`src/rtl/alu_arbiter_ctrl.sv`:
```
`default_nettype none
// ============================================================================
// Module      : alu_arbiter_ctrl
// Description : Round-robin front end that shares one combinational ALU
//               between two valid/ready requesters. Operands are held for a
//               per-op multicycle window (MUL/DIV) and the result is returned
//               through a registered, backpressured response port.
// Revision    : 1.0 - initial release
// ============================================================================
module alu_arbiter_ctrl #(
  parameter int WIDTH      = 64,
  parameter int MUL_CYCLES = 3,
  parameter int DIV_CYCLES = 8
) (
  input  logic             clk,
  input  logic             rst,
  input  logic             req0_valid,
  output logic             req0_ready,
  input  logic [3:0]       req0_ctl,
  input  logic [WIDTH-1:0] req0_a,
  input  logic [WIDTH-1:0] req0_b,
  input  logic             req1_valid,
  output logic             req1_ready,
  input  logic [3:0]       req1_ctl,
  input  logic [WIDTH-1:0] req1_a,
  input  logic [WIDTH-1:0] req1_b,
  output logic [3:0]       alu_ctl,
  output logic [WIDTH-1:0] alu_a,
  output logic [WIDTH-1:0] alu_b,
  input  logic [WIDTH-1:0] alu_out,
  input  logic             alu_zero,
  output logic             rsp_valid,
  input  logic             rsp_ready,
  output logic             rsp_id,
  output logic [WIDTH-1:0] rsp_data,
  output logic             rsp_zero,
  output logic             rsp_err,
  output logic             busy
);

  localparam int MAX_CYC = (MUL_CYCLES > DIV_CYCLES) ? MUL_CYCLES : DIV_CYCLES;
  // Counter runs 0..N-1, so it only needs to hold MAX_CYC-1.
  localparam int CNT_W   = (MAX_CYC > 1) ? $clog2(MAX_CYC) : 1;

  localparam logic [1:0] C_IDLE = 2'd0;
  localparam logic [1:0] C_EXEC = 2'd1;
  localparam logic [1:0] C_RESP = 2'd2;

  localparam logic [3:0] C_OP_BAD = 4'b1000;
  localparam logic [3:0] C_OP_MUL = 4'b1110;
  localparam logic [3:0] C_OP_DIV = 4'b1111;

  localparam logic [CNT_W-1:0] C_MUL_LAST = CNT_W'(MUL_CYCLES - 1);
  localparam logic [CNT_W-1:0] C_DIV_LAST = CNT_W'(DIV_CYCLES - 1);

  logic [1:0]       state_q, state_d;
  logic             prio_q, prio_d;     // 0: req0 wins a tie, 1: req1 wins
  logic             id_q, id_d;
  logic [CNT_W-1:0] cnt_q, cnt_d;
  logic [3:0]       alu_ctl_q, alu_ctl_d;
  logic [WIDTH-1:0] alu_a_q, alu_a_d;
  logic [WIDTH-1:0] alu_b_q, alu_b_d;
  logic [WIDTH-1:0] rsp_data_q, rsp_data_d;
  logic             rsp_zero_q, rsp_zero_d;
  logic             rsp_err_q, rsp_err_d;

  logic             w_idle;
  logic             w_grant0;
  logic             w_grant1;
  logic             w_accept;
  logic             w_err_op;
  logic [CNT_W-1:0] w_last_cnt;
  logic             w_exec_done;

  // Round-robin grant; ready is forced low while reset is asserted.
  always_comb begin
    w_idle   = (state_q == C_IDLE) && !rst;
    w_grant0 = w_idle && req0_valid && (!req1_valid || !prio_q);
    w_grant1 = w_idle && req1_valid && (!req0_valid ||  prio_q);
    w_accept = w_grant0 || w_grant1;
  end

  // Error detection and per-op EXEC length; errors short-circuit to one cycle.
  always_comb begin
    w_err_op = (alu_ctl_q == C_OP_BAD) ||
               ((alu_ctl_q == C_OP_DIV) && (alu_b_q == '0));
    w_last_cnt = '0;
    if (!w_err_op) begin
      if (alu_ctl_q == C_OP_MUL)      w_last_cnt = C_MUL_LAST;
      else if (alu_ctl_q == C_OP_DIV) w_last_cnt = C_DIV_LAST;
    end
    w_exec_done = (state_q == C_EXEC) && (cnt_q == w_last_cnt);
  end

  // FSM state register.
  always_ff @(posedge clk or posedge rst) begin
    if (rst) state_q <= C_IDLE;
    else     state_q <= state_d;
  end

  // FSM next-state logic.
  always_comb begin
    state_d = state_q;
    case (state_q)
      C_IDLE:  if (w_accept)    state_d = C_EXEC;
      C_EXEC:  if (w_exec_done) state_d = C_RESP;
      C_RESP:  if (rsp_ready)   state_d = C_IDLE;
      default:                  state_d = C_IDLE;
    endcase
  end

  // FSM-derived outputs.
  always_comb begin
    req0_ready = w_grant0;
    req1_ready = w_grant1;
    rsp_valid  = (state_q == C_RESP);
    busy       = (state_q != C_IDLE);
  end

  // Datapath next values: capture on accept, count and sample in EXEC.
  always_comb begin
    prio_d     = prio_q;
    id_d       = id_q;
    cnt_d      = cnt_q;
    alu_ctl_d  = alu_ctl_q;
    alu_a_d    = alu_a_q;
    alu_b_d    = alu_b_q;
    rsp_data_d = rsp_data_q;
    rsp_zero_d = rsp_zero_q;
    rsp_err_d  = rsp_err_q;
    if (w_accept) begin
      id_d      = w_grant1;
      prio_d    = w_grant0;   // loser of this round gets priority next
      cnt_d     = '0;
      alu_ctl_d = w_grant1 ? req1_ctl : req0_ctl;
      alu_a_d   = w_grant1 ? req1_a   : req0_a;
      alu_b_d   = w_grant1 ? req1_b   : req0_b;
    end
    if (state_q == C_EXEC) begin
      if (w_exec_done) begin
        cnt_d     = '0;
        rsp_err_d = w_err_op;
        if (w_err_op) begin
          rsp_data_d = (alu_ctl_q == C_OP_BAD) ? '0 : '1;
          rsp_zero_d = 1'b0;
        end else begin
          rsp_data_d = alu_out;
          rsp_zero_d = alu_zero;
        end
      end else begin
        cnt_d = cnt_q + CNT_W'(1);
      end
    end
  end

  // Datapath registers.
  always_ff @(posedge clk or posedge rst) begin
    if (rst) begin
      prio_q     <= 1'b0;
      id_q       <= 1'b0;
      cnt_q      <= '0;
      alu_ctl_q  <= '0;
      alu_a_q    <= '0;
      alu_b_q    <= '0;
      rsp_data_q <= '0;
      rsp_zero_q <= 1'b0;
      rsp_err_q  <= 1'b0;
    end else begin
      prio_q     <= prio_d;
      id_q       <= id_d;
      cnt_q      <= cnt_d;
      alu_ctl_q  <= alu_ctl_d;
      alu_a_q    <= alu_a_d;
      alu_b_q    <= alu_b_d;
      rsp_data_q <= rsp_data_d;
      rsp_zero_q <= rsp_zero_d;
      rsp_err_q  <= rsp_err_d;
    end
  end

  assign alu_ctl  = alu_ctl_q;
  assign alu_a    = alu_a_q;
  assign alu_b    = alu_b_q;
  assign rsp_id   = id_q;
  assign rsp_data = rsp_data_q;
  assign rsp_zero = rsp_zero_q;
  assign rsp_err  = rsp_err_q;

endmodule
`default_nettype wire

```
`config.mk`:
```
export PLATFORM = sky130hd
export DESIGN_NAME = alu_arbiter_ctrl
export DESIGN_NICKNAME = d
export VERILOG_FILES = /design/src/rtl/alu_arbiter_ctrl.sv
export SDC_FILE = /design/constraint.sdc
export NUM_CORES = 1
export LEC_CHECK = 0
export BUFFER_PORTS_ARGS = -buffer_cell sky130_fd_sc_hd__buf_2
export CAP_MARGIN = 20
export CORE_AREA = 10 10 201 203
export CTS_BUF_LIST = sky130_fd_sc_hd__clkbuf_16
export DETAILED_ROUTE_END_ITERATION = 12
export DIE_AREA = 0 0 211 213
export MAX_ROUTING_LAYER = met4
export PLACE_DENSITY_LB_ADDON = 0.2
export SLEW_MARGIN = 40
export SYNTH_ARGS = -nofsm -noshare
export SYNTH_HDL_FRONTEND = slang
export SYNTH_SLANG_ARGS = --single-unit
```
`constraint.sdc`:
```
create_clock -name clk -period 11.74 [get_ports clk]
set_clock_uncertainty 0.1 [all_clocks]
set_input_delay 1.174 -clock clk [delete_from_list [all_inputs] [get_ports clk]]
set_output_delay 1.174 -clock clk [all_outputs]
set_load 0.02 [all_outputs]
```
Yosys cells after proc, flatten, opt, wreduce, memory -nomap -nowiden
Index checks and enable logic that the tools add are counted.
{ "word_totals": {"register_bits": 205, "in_bits": 334, "output_inout_bits": 203, "wordCells": 57} }
{ "classes": {"add_sub_neg": 1, "eq_ne": 9, "muxes": 16, "reduce_logical": 21} }
{ "ops": {"columns": ["cell", "count"], "rows": [
  ["2-to-1 mux 64 bit", 4],
  ["zero test 64 bit", 1],
  ["2-to-1 mux 3 bit", 6],
  ["== test 4 bit (second input constant)", 3],
  ["logical AND 1 bit", 7],
  ["2-to-1 mux 2 bit", 3],
  ["one-hot mux 2 bit (3 select lines)", 1],
  ["zero test 1 bit", 4],
  ["logical OR 1 bit", 4],
  ["2-to-1 mux 4 bit", 1],
  ["inequality test 2 bit (second input constant)", 2],
  ["nonzero test 2 bit", 2],
  ["adder 3 x 1 -> 3 bit (second input constant)", 1],
  ["== test 3 bit", 1],
  ["AND reduction 3 bit", 1],
  ["== test 2 x 1 -> 1 bit (second input constant)", 1],
  ["== test 2 bit (second input constant)", 1],
  ["zero test 2 bit", 1],
  ["inequality test 2 x 1 -> 1 bit (second input constant)", 1],
  ["AND reduction 2 bit", 1],
  ["2-to-1 mux 1 bit", 1]
]} }

Longest topological paths before layout
{ "depth": {"depth_word": 8, "depth_mapped": 8, "ltp_nobuf": 6} }

Worst setup path before layout
No wires, ideal clock.
{ "synth_timing": {"path_type": "in2out", "start": "input rst", "end": "output req0_ready", "arrival_time_ns": 1.980, "required_time_ns": 10.466, "path_slack_ns": 8.486, "cell_stages": 4, "n_path_buf": 1, "path_cell_list": "nor3_1 nand3_1 inv_2 clkbuf_1"} }
{ "synth_between": {"elab_chain_cells": 4} }
{ "synth_rtl": {"columns": ["element", "line_no", "source"], "rows": [
  ["from (decl)", "16", "input logic rst,"],
  ["zero test 1 bit (no source line)", null, null],
  ["logical AND 1 bit", "77", "w_idle = (state_q == C_IDLE) && !rst;"],
  ["logical AND 1 bit (2 in series)", "78", "w_grant0 = w_idle && req0_valid && (!req1_valid || !prio_q);"],
  ["to (decl)", "18", "output logic req0_ready,"]
]} }
No other way between the ends.

Worst setup path after layout
{ "layout_timing": {"start": "input rst", "end": "output req1_ready"} }
{ "layout_between": {"elab_chain_cells": 4} }
{ "layout_rtl": {"columns": ["element", "line_no", "source"], "rows": [
  ["zero test 1 bit (no source line)", null, null],
  ["logical AND 1 bit", "77", null],
  ["logical AND 1 bit (2 in series)", "79", "w_grant1 = w_idle && req1_valid && (!req0_valid || prio_q);"],
  ["to (decl)", "23", "output logic req1_ready,"]
]} }
No other way between the ends.

==> impl_results.md <==
* R2R Path Start: state_q[0]
* Leak at between 6 and 7 nW
* Critical-path maximum fanout at just under 70
* RSZ-0062 raised after global routing: no
* I/O Pins at about 540
* Residual DRC at 0
* Sequential-to-total area share from yosys stat at a little over half
* CTS buffer count at 26
* Net count, final at 1853
* Setup bufs post-CTS at 0
* Placed cells at roughly 2.0k
* Synth Net Count at 1360
* Final Hold Viols at 0
* Max_cap viols at 0
* Root Buffer: clkbuf_16
* TritonRoute pass-1 iters at 5
* Layout cells sized above 1 at between 30% and 40%
* Final setup margin at about 7300 ps
* Initial Util at between 20% and 30%
* # setup viols final at 0
* Cts hold-fix bufs at 0
* Min-Delay Endpoint: rsp_id
* CTS sink cnt at 205
* Grt total ovfl at 0
* Crit path launch: rst
* Clock transition at path regs at roughly 60 ps
* Period utilization at between 30 and 40%
* Critical Path Source Type: primary input
* CP dominant cell by count: buf_2
* Avg WL per Cell at about 22 microns
* VDD IR-drop max at about 0.12 mV
* Largest net degree at the start of global routing at between 100 and 150
* CP cell instances: buf_2 -> nor3_1 -> nand3_4 -> inv_1 -> buf_2
* DRT iter0 DRCs at 671
* Slew HR at 48.3%
* # fillers at between 3k and 4k
* Status: completed
* FMAX at around 0.23 GHz
* Routed wl met3 at 4020 microns
* Htree depth at 1
* Area growth syn-to-layout at 41.8%
* Antenna Nets Post-Route at 0
* Critical Path Max Stage Delay at approximately 700 ps
* Vias at slightly below 10k
* Synthesized area at between 0.009 and 0.01 sq mm
* Vias per cell at between 4 and 5
* Die Ht at between 200 and 250 microns
* I/O Buffers at between 500 and 600
* R2R setup slack at roughly 8100 ps
* Critical Path RT at about 10000 ps
* CP arrival at around 3100 ps
* Row count at 70
* Footprint of the multi-input gates at a little over 0.004 sq mm
* Cell Pwr Density at approximately 280 mW/mm^2
* First-pass GRT wire length at around 64000 microns
* Placed cell area at 0.0127 sq mm
* Highest routed layer: met4
* Reg area at 0.00513 sq mm
* CTS tree: yes
* Mean Syn Cell Area at just over 9 sq um
* Post-Place Worst Slack at between 6000 and 7000 ps
* Mapped Cells at around 1.0k
* Final non-filler cell area at between 0.01 and 0.015 sq mm
* CTS resizes at 0
* Final Wtd Congestion at 0.855
* Yosys Warn Count at 0
* DR WL met2 at 22000 microns
* Yosys cell types at 33
* Count of pins over their slew limit at 0
* Total die area at ~0.045 sq mm
* Vias in the first global route at slightly above 10k
* Critical Path End Type: output pin
* Crit path kind: in -> out
* PnR Total Power at between 0.003 and 0.004 W
* Hold Path Depth at 2
* Initial antenna violation count at 15
* Hold WC Path Type: reg -> reg
* #FFs+latches synth at approximately 210
* Crit-path leading delay family: simple AND/OR/NAND/NOR gates
* Total Routing Usage GR at roughly a fifth
* Worst R2R Path Depth at 9
* Minimum clock period at 4410 ps
* RR Endpoint: alu_b[18]
* Routed wire length at 43900 microns
* WP buf/inv at 3
* CTS Buffer Depth at 3
* Slowest CP cell: nand3_4
* Clock insertion delay at the later pin of the skew report at 530 ps
* Setup TNS at 0 ps
* Core ar. at approximately 0.036 sq mm
* Post-DP HPWL at between 30000 and 40000 microns
* Worst-margin pin slew at between 700 and 800 ps
* Worst Hold Launch: rsp_id
* Post-Layout Cell Count at ~2.0k
* Wl on met1 at between 15000 and 20000 microns
* Die Wd at 211 microns
-- cell usage after synthesis --
cell / n / area [sq um]
buf_1: 3 / 11.3
o21ai_1: 1 / 5.00
clkbuf_1: 78 / 293
nor4_4: 1 / 21.3
nand3_1: 7 / 35.0
nor3_1: 5 / 25.0
or2_2: 1 / 6.26
a31oi_1: 132 / 826
dfrtp_1: 205 / 5130
ha_1: 1 / 12.5
buf_2: 6 / 30.0
o311ai_1: 1 / 8.76
nand2_1: 272 / 1020
mux2_2: 2 / 22.5
a21boi_0: 1 / 7.51
a21oi_1: 3 / 15.0
nor4b_1: 1 / 8.76
nor2_1: 134 / 503
a32o_1: 1 / 10.0
nand4_1: 4 / 25.0
a21o_1: 1 / 7.51
nor4_1: 16 / 100
nand2b_1: 2 / 12.5
and4_1: 2 / 17.5
a22o_1: 64 / 561
inv_2: 1 / 3.75
nand4b_1: 1 / 8.76
inv_1: 5 / 18.8
xor2_1: 1 / 8.76
mux2_1: 65 / 732
nor2b_1: 2 / 12.5
or4b_1: 1 / 10.0
mux2i_1: 5 / 50.1
-- routing by layer --
layer	GRT usage [%]	up-vias
met4	3.70	0
met3	6.29	49
met2	32.0	406
met5	-	-
met1	21.4	4786
li1	-	4579
-- cells by family (layout without fill, tap and decap cells) --
kind of cell               count (synthesis)  in the layout  synth area share [%]
other                                      0             10                     0
and+or+nand+nor                          449            449                  18.9
adders and majority gates                  1              1                 0.131
muxes                                     72             72                  8.42
DFF                                      205            205                  53.7
xor gates and xnor gates                   1              1                0.0916
AOI/OAI and AO/OA                        204            204                  15.1
buffers and inverters                     93            601                  3.73
-- worst max path at each step --
| stage | endpoint | depth (start not counted) |
|---|---|---|
| 6_report | req1_ready | 5 |
| 5_1_grt | req1_ready | 5 |
| 4_1_cts | req0_ready | 5 |
| 3_5_place_dp | alu_b[18] | 8 |
| 3_3_place_gp | alu_b[19] | 8 |
| 2_1_floorplan | alu_a[0] | 1 |
-- cell type report --
class | count | area share (%)
antenna | 10 | 0.185
clock buffer | 27 | 4.99
clock inverter | 16 | 0.831
inverter | 6 | 0.240
multi-input combinational | 727 | 30.3
sequential | 205 | 37.9
tap | 468 | 4.32
timing repair buffer | 552 | 21.3
-- cells in the final DEF, fill, tap and decap left out, types with 2 or more instances in the layout --
| cell type | Yosys | final |
|---|---|---|
| a21oi_1 | 3 | 3 |
| inv_1 | 5 | 15 |
| a22o_1 | 64 | 64 |
| mux2_2 | 2 | 2 |
| nor4_1 | 16 | 16 |
| clkbuf_16 | 0 | 27 |
| nor2_1 | 134 | 134 |
| mux2i_1 | 5 | 4 |
| nand3_1 | 7 | 5 |
| buf_4 | 0 | 7 |
| nor3_1 | 5 | 5 |
| nand2b_1 | 2 | 2 |
| nand4_1 | 4 | 4 |
| diode_2 | 0 | 10 |
| buf_12 | 0 | 5 |
| buf_2 | 6 | 536 |
| mux2_1 | 65 | 65 |
| bufinv_16 | 0 | 2 |
| nand3_4 | 0 | 2 |
| dfrtp_1 | 205 | 205 |
| buf_6 | 0 | 4 |
| nor2b_1 | 2 | 2 |
| a31oi_1 | 132 | 132 |
| clkinv_1 | 0 | 3 |
| nand2_1 | 272 | 272 |
-- state kept, by name, indices dropped and copies added, names as in the netlist --
register and cells:
alu_a 64, alu_b 64, rsp_data 64, alu_ctl 4
cnt_q 3, state_q 2, prio_q 1, rsp_err 1
rsp_id 1, rsp_zero 1
-- metrics by stage --
stage          hold WS, ps  utilization [%]
2_1_floorplan          361                -
3_3_place_gp           357             34.8
3_5_place_dp           358             34.9
4_1_cts                374             37.1
5_1_grt                391             37.4
6_report               368             37.4
-- power breakdown --
part / switching (W) / internal, W / leakage [nW]
Sequential: 0.000255 / 0.00107 / 2.41
Combinational: 0.00114 / 0.000630 / 4.12
Clock: 0.000306 / 0.000451 / 0.424
Total: 0.00170 / 0.00216 / 6.96
-- worst reg2reg max path: stages, from the launching register on --
cell     delay [ps]
dfrtp_1         450
nor3_1          550
nand3_4         380
buf_12          300
inv_4           180
buf_4           530
buf_4           450
buf_12          300
nand2_1         100
a31oi_1         190
(Power assumes the default switching activity.)
